**config.mk**
```make
export PLATFORM = sky130hd
export DESIGN_NAME = ram_access_arbiter_flat
export DESIGN_NICKNAME = d
export VERILOG_FILES = /design/src/rtl/ram_access_arbiter_if.sv /design/src/rtl/ram_access_arbiter.sv /design/src/flat_wrapper.sv
export SDC_FILE = /design/constraint.sdc
export NUM_CORES = 1
export LEC_CHECK = 0
export BUFFER_PORTS_ARGS = -buffer_cell sky130_fd_sc_hd__buf_4
export CORE_MARGIN = 3
export CORE_UTILIZATION = 39
export CTS_BUF_LIST = sky130_fd_sc_hd__clkbuf_8
export DETAILED_ROUTE_END_ITERATION = 16
export GPL_TIMING_DRIVEN = 0
export PLACE_DENSITY = 0.86
export SETUP_SLACK_MARGIN = 0.4
export SYNTH_ARGS = -nofsm -noshare
export SYNTH_HDL_FRONTEND = slang
export SYNTH_SLANG_ARGS = --single-unit
```
**constraint.sdc**
```tcl
create_clock -name clk -period 2.3 [get_ports clk]
set_input_delay 0.69 -clock clk [delete_from_list [all_inputs] [get_ports clk]]
set_output_delay 0.69 -clock clk [all_outputs]
set_load 0.02 [all_outputs]
```
**src/rtl/ram_access_arbiter_if.sv**
```systemverilog
// Bundles the data-port, fetch-port and RAM command signals of the arbiter.
// The slave modport is the arbiter's view; master is the core/RAM side.
interface ram_access_arbiter_if;
  // Data port (loads/stores)
  logic        d_req;
  logic        d_we;
  logic [1:0]  d_size;
  logic [31:0] d_addr;
  logic [31:0] d_wdata;
  logic        d_gnt;
  logic        d_rvalid;
  logic [31:0] d_rdata;
  logic        d_err;
  // Instruction-fetch port (always 32-bit reads)
  logic        i_req;
  logic [31:0] i_addr;
  logic        i_gnt;
  logic        i_rvalid;
  logic [31:0] i_rdata;
  logic        i_err;
  // RAM command side
  logic        ram_we;
  logic [1:0]  ram_size;
  logic [31:0] ram_addr;
  logic [31:0] ram_wdata;
  logic [31:0] ram_rdata;

  modport slave (
    input  d_req, d_we, d_size, d_addr, d_wdata,
    output d_gnt, d_rvalid, d_rdata, d_err,
    input  i_req, i_addr,
    output i_gnt, i_rvalid, i_rdata, i_err,
    output ram_we, ram_size, ram_addr, ram_wdata,
    input  ram_rdata
  );

  modport master (
    output d_req, d_we, d_size, d_addr, d_wdata,
    input  d_gnt, d_rvalid, d_rdata, d_err,
    output i_req, i_addr,
    input  i_gnt, i_rvalid, i_rdata, i_err,
    input  ram_we, ram_size, ram_addr, ram_wdata,
    output ram_rdata
  );
endinterface

```
**src/rtl/ram_access_arbiter.sv**
```systemverilog
// Shares the single-port byte-lane RAM between the data and fetch ports.
// One command in flight at a time: grant (IDLE/RESP) -> BUSY (RAM access)
// -> RESP (response, with a new grant overlapping it). Illegal accesses are
// flagged at grant time and never drive the RAM write enable.
module ram_access_arbiter #(
  parameter int unsigned MAX_DATA_BURST = 4
) (
  input logic                 clk,
  input logic                 rst,
  ram_access_arbiter_if.slave bus
);

  typedef enum logic [1:0] {IDLE, BUSY, RESP} state_e;
  typedef enum logic {SRC_D = 1'b0, SRC_I = 1'b1} src_e;

  typedef struct packed {
    src_e        src;
    logic        we;
    logic [1:0]  size;
    logic [31:0] addr;
    logic [31:0] wdata;
    logic        err;
  } cmd_t;

  localparam logic [3:0] MAX_BURST = 4'(MAX_DATA_BURST);

  state_e     state_q, state_d;
  cmd_t       cmd_q, cmd_d;
  logic [3:0] starve_cnt_q, starve_cnt_d;

  logic        d_gnt, i_gnt;
  logic        arb_en, i_wins, resp_valid;
  logic [31:0] resp_rdata;

  // Out-of-range, illegal-size or misaligned accesses never reach the RAM.
  function automatic logic access_err(input logic [1:0] size, input logic [31:0] addr);
    return (addr[31:10] != 22'd0) ||
           (size == 2'b11) ||
           ((size == 2'b01) && addr[0]) ||
           ((size == 2'b10) && (addr[1:0] != 2'b00));
  endfunction

  // Next state, arbitration, command capture and starvation counting.
  always_comb begin
    // NOTE: every variable gets a default first so no path can infer a latch.
    state_d      = state_q;
    cmd_d        = cmd_q;
    starve_cnt_d = starve_cnt_q;
    d_gnt        = 1'b0;
    i_gnt        = 1'b0;

    arb_en = ((state_q == IDLE) || (state_q == RESP)) && !rst;
    i_wins = bus.i_req && (!bus.d_req || (starve_cnt_q == MAX_BURST));

    unique case (state_q)
      BUSY:    state_d = RESP;
      default: state_d = IDLE;
    endcase

    if (arb_en && (bus.d_req || bus.i_req)) begin
      state_d = BUSY;
      if (i_wins) begin
        i_gnt       = 1'b1;
        cmd_d.src   = SRC_I;
        cmd_d.we    = 1'b0;
        cmd_d.size  = 2'b10;
        cmd_d.addr  = bus.i_addr;
        cmd_d.wdata = 32'd0;
        cmd_d.err   = access_err(2'b10, bus.i_addr);
      end else begin
        d_gnt       = 1'b1;
        cmd_d.src   = SRC_D;
        cmd_d.we    = bus.d_we;
        cmd_d.size  = bus.d_size;
        cmd_d.addr  = bus.d_addr;
        cmd_d.wdata = bus.d_wdata;
        cmd_d.err   = access_err(bus.d_size, bus.d_addr);
      end
    end

    // Counts data grants that bypassed a waiting fetch, saturating at the limit.
    if (!bus.i_req || i_gnt) begin
      starve_cnt_d = 4'd0;
    end else if (d_gnt && (starve_cnt_q < MAX_BURST)) begin
      starve_cnt_d = starve_cnt_q + 4'd1;
    end
  end

  // State, command and counter registers with synchronous reset.
  always_ff @(posedge clk) begin
    // NOTE: sequential state uses non-blocking assignments only.
    if (rst) begin
      state_q      <= IDLE;
      cmd_q        <= '0;
      starve_cnt_q <= 4'd0;
    end else begin
      state_q      <= state_d;
      cmd_q        <= cmd_d;
      starve_cnt_q <= starve_cnt_d;
    end
  end

  // Response path: read data only for error-free reads, zero otherwise.
  always_comb begin
    resp_valid = (state_q == RESP) && !rst;
    resp_rdata = (!cmd_q.we && !cmd_q.err) ? bus.ram_rdata : 32'd0;
  end

  assign bus.d_gnt    = d_gnt;
  assign bus.i_gnt    = i_gnt;

  assign bus.d_rvalid = resp_valid && (cmd_q.src == SRC_D);
  assign bus.d_rdata  = bus.d_rvalid ? resp_rdata : 32'd0;
  assign bus.d_err    = bus.d_rvalid && cmd_q.err;

  assign bus.i_rvalid = resp_valid && (cmd_q.src == SRC_I);
  assign bus.i_rdata  = bus.i_rvalid ? resp_rdata : 32'd0;
  assign bus.i_err    = bus.i_rvalid && cmd_q.err;

  // Reset in a BUSY cycle masks the write so an abandoned store never commits.
  assign bus.ram_we    = (state_q == BUSY) && cmd_q.we && !cmd_q.err && !rst;
  assign bus.ram_size  = cmd_q.size;
  assign bus.ram_addr  = cmd_q.addr;
  assign bus.ram_wdata = cmd_q.wdata;

endmodule

```
**src/flat_wrapper.sv**
```systemverilog
// flat-port wrapper written by rule: the top's interface ports become plain ports
module ram_access_arbiter_flat 
#(
  parameter int unsigned MAX_DATA_BURST = 4
)
  (clk, rst, bus_d_req, bus_d_we, bus_d_size, bus_d_addr, bus_d_wdata, bus_d_gnt, bus_d_rvalid, bus_d_rdata, bus_d_err, bus_i_req, bus_i_addr, bus_i_gnt, bus_i_rvalid, bus_i_rdata, bus_i_err, bus_ram_we, bus_ram_size, bus_ram_addr, bus_ram_wdata, bus_ram_rdata);
  ram_access_arbiter_if bus_i ();
  input logic clk;
  input logic rst;
  input wire logic [$bits(bus_i.d_req)-1:0] bus_d_req;
  input wire logic [$bits(bus_i.d_we)-1:0] bus_d_we;
  input wire logic [$bits(bus_i.d_size)-1:0] bus_d_size;
  input wire logic [$bits(bus_i.d_addr)-1:0] bus_d_addr;
  input wire logic [$bits(bus_i.d_wdata)-1:0] bus_d_wdata;
  output wire logic [$bits(bus_i.d_gnt)-1:0] bus_d_gnt;
  output wire logic [$bits(bus_i.d_rvalid)-1:0] bus_d_rvalid;
  output wire logic [$bits(bus_i.d_rdata)-1:0] bus_d_rdata;
  output wire logic [$bits(bus_i.d_err)-1:0] bus_d_err;
  input wire logic [$bits(bus_i.i_req)-1:0] bus_i_req;
  input wire logic [$bits(bus_i.i_addr)-1:0] bus_i_addr;
  output wire logic [$bits(bus_i.i_gnt)-1:0] bus_i_gnt;
  output wire logic [$bits(bus_i.i_rvalid)-1:0] bus_i_rvalid;
  output wire logic [$bits(bus_i.i_rdata)-1:0] bus_i_rdata;
  output wire logic [$bits(bus_i.i_err)-1:0] bus_i_err;
  output wire logic [$bits(bus_i.ram_we)-1:0] bus_ram_we;
  output wire logic [$bits(bus_i.ram_size)-1:0] bus_ram_size;
  output wire logic [$bits(bus_i.ram_addr)-1:0] bus_ram_addr;
  output wire logic [$bits(bus_i.ram_wdata)-1:0] bus_ram_wdata;
  input wire logic [$bits(bus_i.ram_rdata)-1:0] bus_ram_rdata;
  assign bus_i.d_req = bus_d_req;
  assign bus_i.d_we = bus_d_we;
  assign bus_i.d_size = bus_d_size;
  assign bus_i.d_addr = bus_d_addr;
  assign bus_i.d_wdata = bus_d_wdata;
  assign bus_d_gnt = bus_i.d_gnt;
  assign bus_d_rvalid = bus_i.d_rvalid;
  assign bus_d_rdata = bus_i.d_rdata;
  assign bus_d_err = bus_i.d_err;
  assign bus_i.i_req = bus_i_req;
  assign bus_i.i_addr = bus_i_addr;
  assign bus_i_gnt = bus_i.i_gnt;
  assign bus_i_rvalid = bus_i.i_rvalid;
  assign bus_i_rdata = bus_i.i_rdata;
  assign bus_i_err = bus_i.i_err;
  assign bus_ram_we = bus_i.ram_we;
  assign bus_ram_size = bus_i.ram_size;
  assign bus_ram_addr = bus_i.ram_addr;
  assign bus_ram_wdata = bus_i.ram_wdata;
  assign bus_i.ram_rdata = bus_ram_rdata;
  ram_access_arbiter #(.MAX_DATA_BURST(MAX_DATA_BURST)) u_core (.clk(clk), .rst(rst), .bus(bus_i));
endmodule
```
# After elaboration in Yosys (flattened, before gate mapping)
# Cells that the tools add are included.
# op_classes
addsub	1
order_cmp	1
eq_ne	6
muxes	10
bitwise_logic	1
n_reduce_logical	35
# op_table
op	count
32-bit two-way mux	3
69-bit two-way mux	1
22-bit nonzero test	2
1-bit logical AND	15
1-bit logical OR	8
2-bit == test, second input constant	3
1-bit logical NOT	5
1-bit two-way mux	5
4-bit by 1-bit adder with 4-bit output, second input constant	1
2-bit by 1-bit == test with 1-bit output, second input constant	2
4-bit by 3-bit == test with 1-bit output, second input constant	1
4-bit by 3-bit less-than comparator with 1-bit output, second input constant	1
2-bit nonzero test	2
2-bit OR reduction	2
2-bit logical NOT	1
2-bit two-way mux	1
1-bit NOT	1
# totals
reg_bits	75
input_bits	135
out_inout_bits	137
wordCells	63

# Depth between registers and ports, before layout
# logic_depth
depth_word	7
depth_mapped	7
mapped_depth_nobuf	7

# Least setup slack after synthesis
# No wires, ideal clock.
# synth_timing
kind	input port to output port
startpoint	in rst
endpoint	out bus_d_rdata[23]
arrival_ps	1957
t_required_ps	1610
setup_slack_ps	-347
path_stages	6
n_path_buf	2
cell_sequence	buf_2 nor2_1 nand2_1 nor2_1 clkbuf_1 and3_1
# synth_between
elab_chain_len	4
# synth_lines
element	line	source
from (decl)	flat_wrapper.sv:9	input logic rst;
1-bit logical NOT	ram_access_arbiter.sv:105	resp_valid = (state_q == RESP) && !rst;
1-bit logical AND	ram_access_arbiter.sv:105	
1-bit logical AND	ram_access_arbiter.sv:112	assign bus.d_rvalid = resp_valid && (cmd_q.src == SRC_D);
named net bus_d_rvalid	flat_wrapper.sv:16	output wire logic [$bits(bus_i.d_rvalid)-1:0] bus_d_rvalid;
32-bit two-way mux	ram_access_arbiter.sv:113	assign bus.d_rdata = bus.d_rvalid ? resp_rdata : 32'd0;
to (decl)	flat_wrapper.sv:17	output wire logic [$bits(bus_i.d_rdata)-1:0] bus_d_rdata;
# The timed path passes the listed nets, and every way through them passes these cells.

# Worst setup path after layout
# layout_timing
startpoint	in rst
endpoint	out bus_i_rdata[17]
# layout_between
elab_chain_len	4
# layout_lines
element	line	source
1-bit logical NOT	ram_access_arbiter.sv:105	
1-bit logical AND	ram_access_arbiter.sv:105	
1-bit logical AND	ram_access_arbiter.sv:116	assign bus.i_rvalid = resp_valid && (cmd_q.src == SRC_I);
32-bit two-way mux	ram_access_arbiter.sv:117	assign bus.i_rdata = bus.i_rvalid ? resp_rdata : 32'd0;
to (decl)	flat_wrapper.sv:23	output wire logic [$bits(bus_i.i_rdata)-1:0] bus_i_rdata;
# No other way between the ends.

==> impl_metrics.ini <==
[power_and_ir_drop]
seqPwrFrac = 0.392
p_clk_frac = 0.334
ir_drop_mv = 0.468
p_comb_frac = 0.275
power.total_mw = 3.63
power_density_nw_per_um2 = 465
leakagePower_nw = 3.53
swShare = 0.302
switchingPower_mw = 1.10
power.internal_mw = 2.53

[floorplanning]
ios = 272
die_h_um = 107
die_w_um = 107
rows = 36
initial_core_util = 0.402
die-area_sq_um = 11400
core_sq_um = 9820

[critical_path]
worstPathRequired_ns = 1.61
critPathCaptureType = output port
cp_cell_sequence = buf_12 > nor2_4 > and3_4 > clkbuf_16 > clkbuf_16 > and3_4 > buf_6
cp_max_fo = 9
cp_slowest_cell = and3_4
critPathKind = input pin to output port
crit_arrival_ns = 1.69
cpPeakStageDelay_ns = 0.20
start_kind = input pin

[drt]
drtIter0Drc = 243
vias = 5150
ant_nets = 0
drt-pass1-iter-count = 5
vias_per_cell = 5.38
drt_wl_total_mm = 18.6
routedWlPerCell_um = 19.4
drc = 0

[clocking]
root_buffer = clkbuf_8
cts_num_sinks = 75
clk_path_buf_depth = 2
insertion_delay_ns = 0.37
cts_tree = done
cts_hold_buf = 0
cts_buffers = 9
htreeDepth = 3
cts.clk_slew.worst_paths_ns = 0.08

[timing]
rsz0062_at_grt = true
worst_pin_slew_ns = 0.708
maxSlewHeadroom = 0.528
setup_tns_ns = -3.16
setup_viol = 64
drv_slew = 0
hold_viol = 0
fmax_mhz = 420
period_share = 1.04
worst_slack_ns = -0.0821
finalCriticalPeriod_ns = 2.38
finClkSkew_ns = 0.0140

[place]
hpwlAfterDp_mm = 12.2
port_buffers = 270
place_congestion = 0.902

[finish]
areaGrowthSynthToFinish_pct = 97.6
mostFrequentLayoutCell = buf_4
final_cell_mix = 284 x buf_4, 78 x buf_6, 70 x dfxtp_1
drive_gt1_frac = 0.648
finalNetCount = 956
antennaDiodeCount = 0

[global_routing]
grt_first_pass_wirelength_mm = 26.2
grt_max_degree = 15
globalRouteOverflowTotal = 0
grt_pass1_vias = 5196
antenna_found_initial = 0
grt_usage = 0.292

[run]
drv_cap = 0

[worst_hold_path]
hp-class = register to register

[logic_synthesis]
synth_edf_count = 0
yosysWarnings = 0
synthCells = 503
ys_async_sr_fraction = 0
post_synth_instance_area_sq_um = 3950
syn_avg_cell_area_sq_um = 7.86
synth_nets = 640
synth-seq-cells = 75
yosys_most_used_dff = dfxtp_1
yosysUniqueCellTypes = 35
yosysSeqAreaShare = 0.380

[status]
status = complete, but fails checks
violations = setup timing
## worst max-delay path: cells and delay by family
kind | cells | cell delay, ns
buffers and inverters | 4 | 0.52
AND/OR/NAND/NOR | 3 | 0.48
## what timing repair did
| item | CTS | global route |
|---|---|---|
| pin swaps | 47 | 35 |
| cloned | 5 | 6 |
| resized for setup | 124 | 54 |
| buffers inserted | 20 | 4 |
| endpoints found under the setup margin | 72 | 126 |
## logic make-up after synthesis
family,Yosys count,synth area share
buf+inv,113,0.176
mux,1,0.00253
compound gates,112,0.171
simple gates,199,0.262
xor+xnor,1,0.00222
fa+ha+maj,2,0.00633
flops,75,0.380
## final cells by class
type / instances / area (sq um)
clock buffers: 10 / 138
well taps: 133 / 166
multi-input cells: 316 / 2300
repair buffers: 304 / 2720
fillers: 619 / 2010
flip-flops and latches: 75 / 1510
inverters: 7 / 30.0
clock inverters: 6 / 95.1
plain buffers: 106 / 856
## cells in the mapped netlist, drive strengths merged, types with 2 or more instances
master  instances  share of area
and4            2         0.0044
clkbuf         26          0.025
nor3            3         0.0067
buf            80           0.15
inv             6         0.0057
ha              2         0.0063
nand3          34          0.043
dfxtp          75           0.38
nor2            8         0.0076
and3           65           0.10
a21oi          72          0.092
o21ai           3         0.0047
a22oi          32          0.061
nor4           11          0.017
and2            2         0.0032
nand2          68          0.065
## worst paths after layout
check	start	endpoint	slack, ns	cells after the start
worst max-delay path	rst	bus_i_rdata[17]	-0.08	7
worst min-delay path	u_core.bus.ram_wdata[31]	u_core.bus.ram_wdata[31]	0.46	2
worst max register to register	u_core.starve_cnt_q[1]	u_core.bus.ram_addr[14]	0.36	12
worst min register to register	u_core.bus.ram_wdata[31]	u_core.bus.ram_wdata[31]	0.46	2
## per-layer routing
| layer | vias to the layer above | track usage | routed length [um] | part of all wire |
|---|---|---|---|---|
| met1 | 2463 | 0.308 | 6540 | 0.35 |
| met5 | - | 0 | 0 | 0 |
| met3 | 63 | 0.0795 | 1410 | 0.076 |
| met4 | 0 | 0.132 | 778 | 0.042 |
| met2 | 283 | 0.536 | 9860 | 0.53 |
| li1 | 2341 | - | - | - |
## sequential cells by signal, indices dropped and copies added, names as in the netlist
register,count
u_core.bus.ram_addr,32
u_core.cmd_q,3
u_core.starve_cnt_q,4
u_core.state_q,2
u_core.bus.ram_wdata,32
u_core.bus.ram_size,2
## power groups by stage
stage | combinational (mW) | sequential (mW) | clock [mW]
floorplan | 0.439 | 1.43 | 0
global placement | 0.815 | 1.44 | 0
detailed placement | 0.835 | 1.44 | 0
CTS | 0.915 | 1.42 | 1.20
global route | 1.05 | 1.43 | 1.28
finish | 0.996 | 1.42 | 1.21
## metrics by stage
| step | hold WS, ns | setup slack [ns] | util | instances | instance area (sq um) |
|---|---|---|---|---|---|
| after global routing | 0.478 | -0.0929 | 0.795 | 957 | 7810 |
| final | 0.457 | -0.0821 | 0.795 | 957 | 7810 |
| after floorplan | 0.428 | 0.0345 | - | 503 | 4350 |
| after global placement | 0.438 | -0.181 | 0.667 | 906 | 6550 |
| after detailed placement | 0.446 | -0.194 | 0.667 | 906 | 6550 |
| after CTS | 0.458 | -0.0894 | 0.763 | 947 | 7490 |
Power figures use the tool's default switching activity.
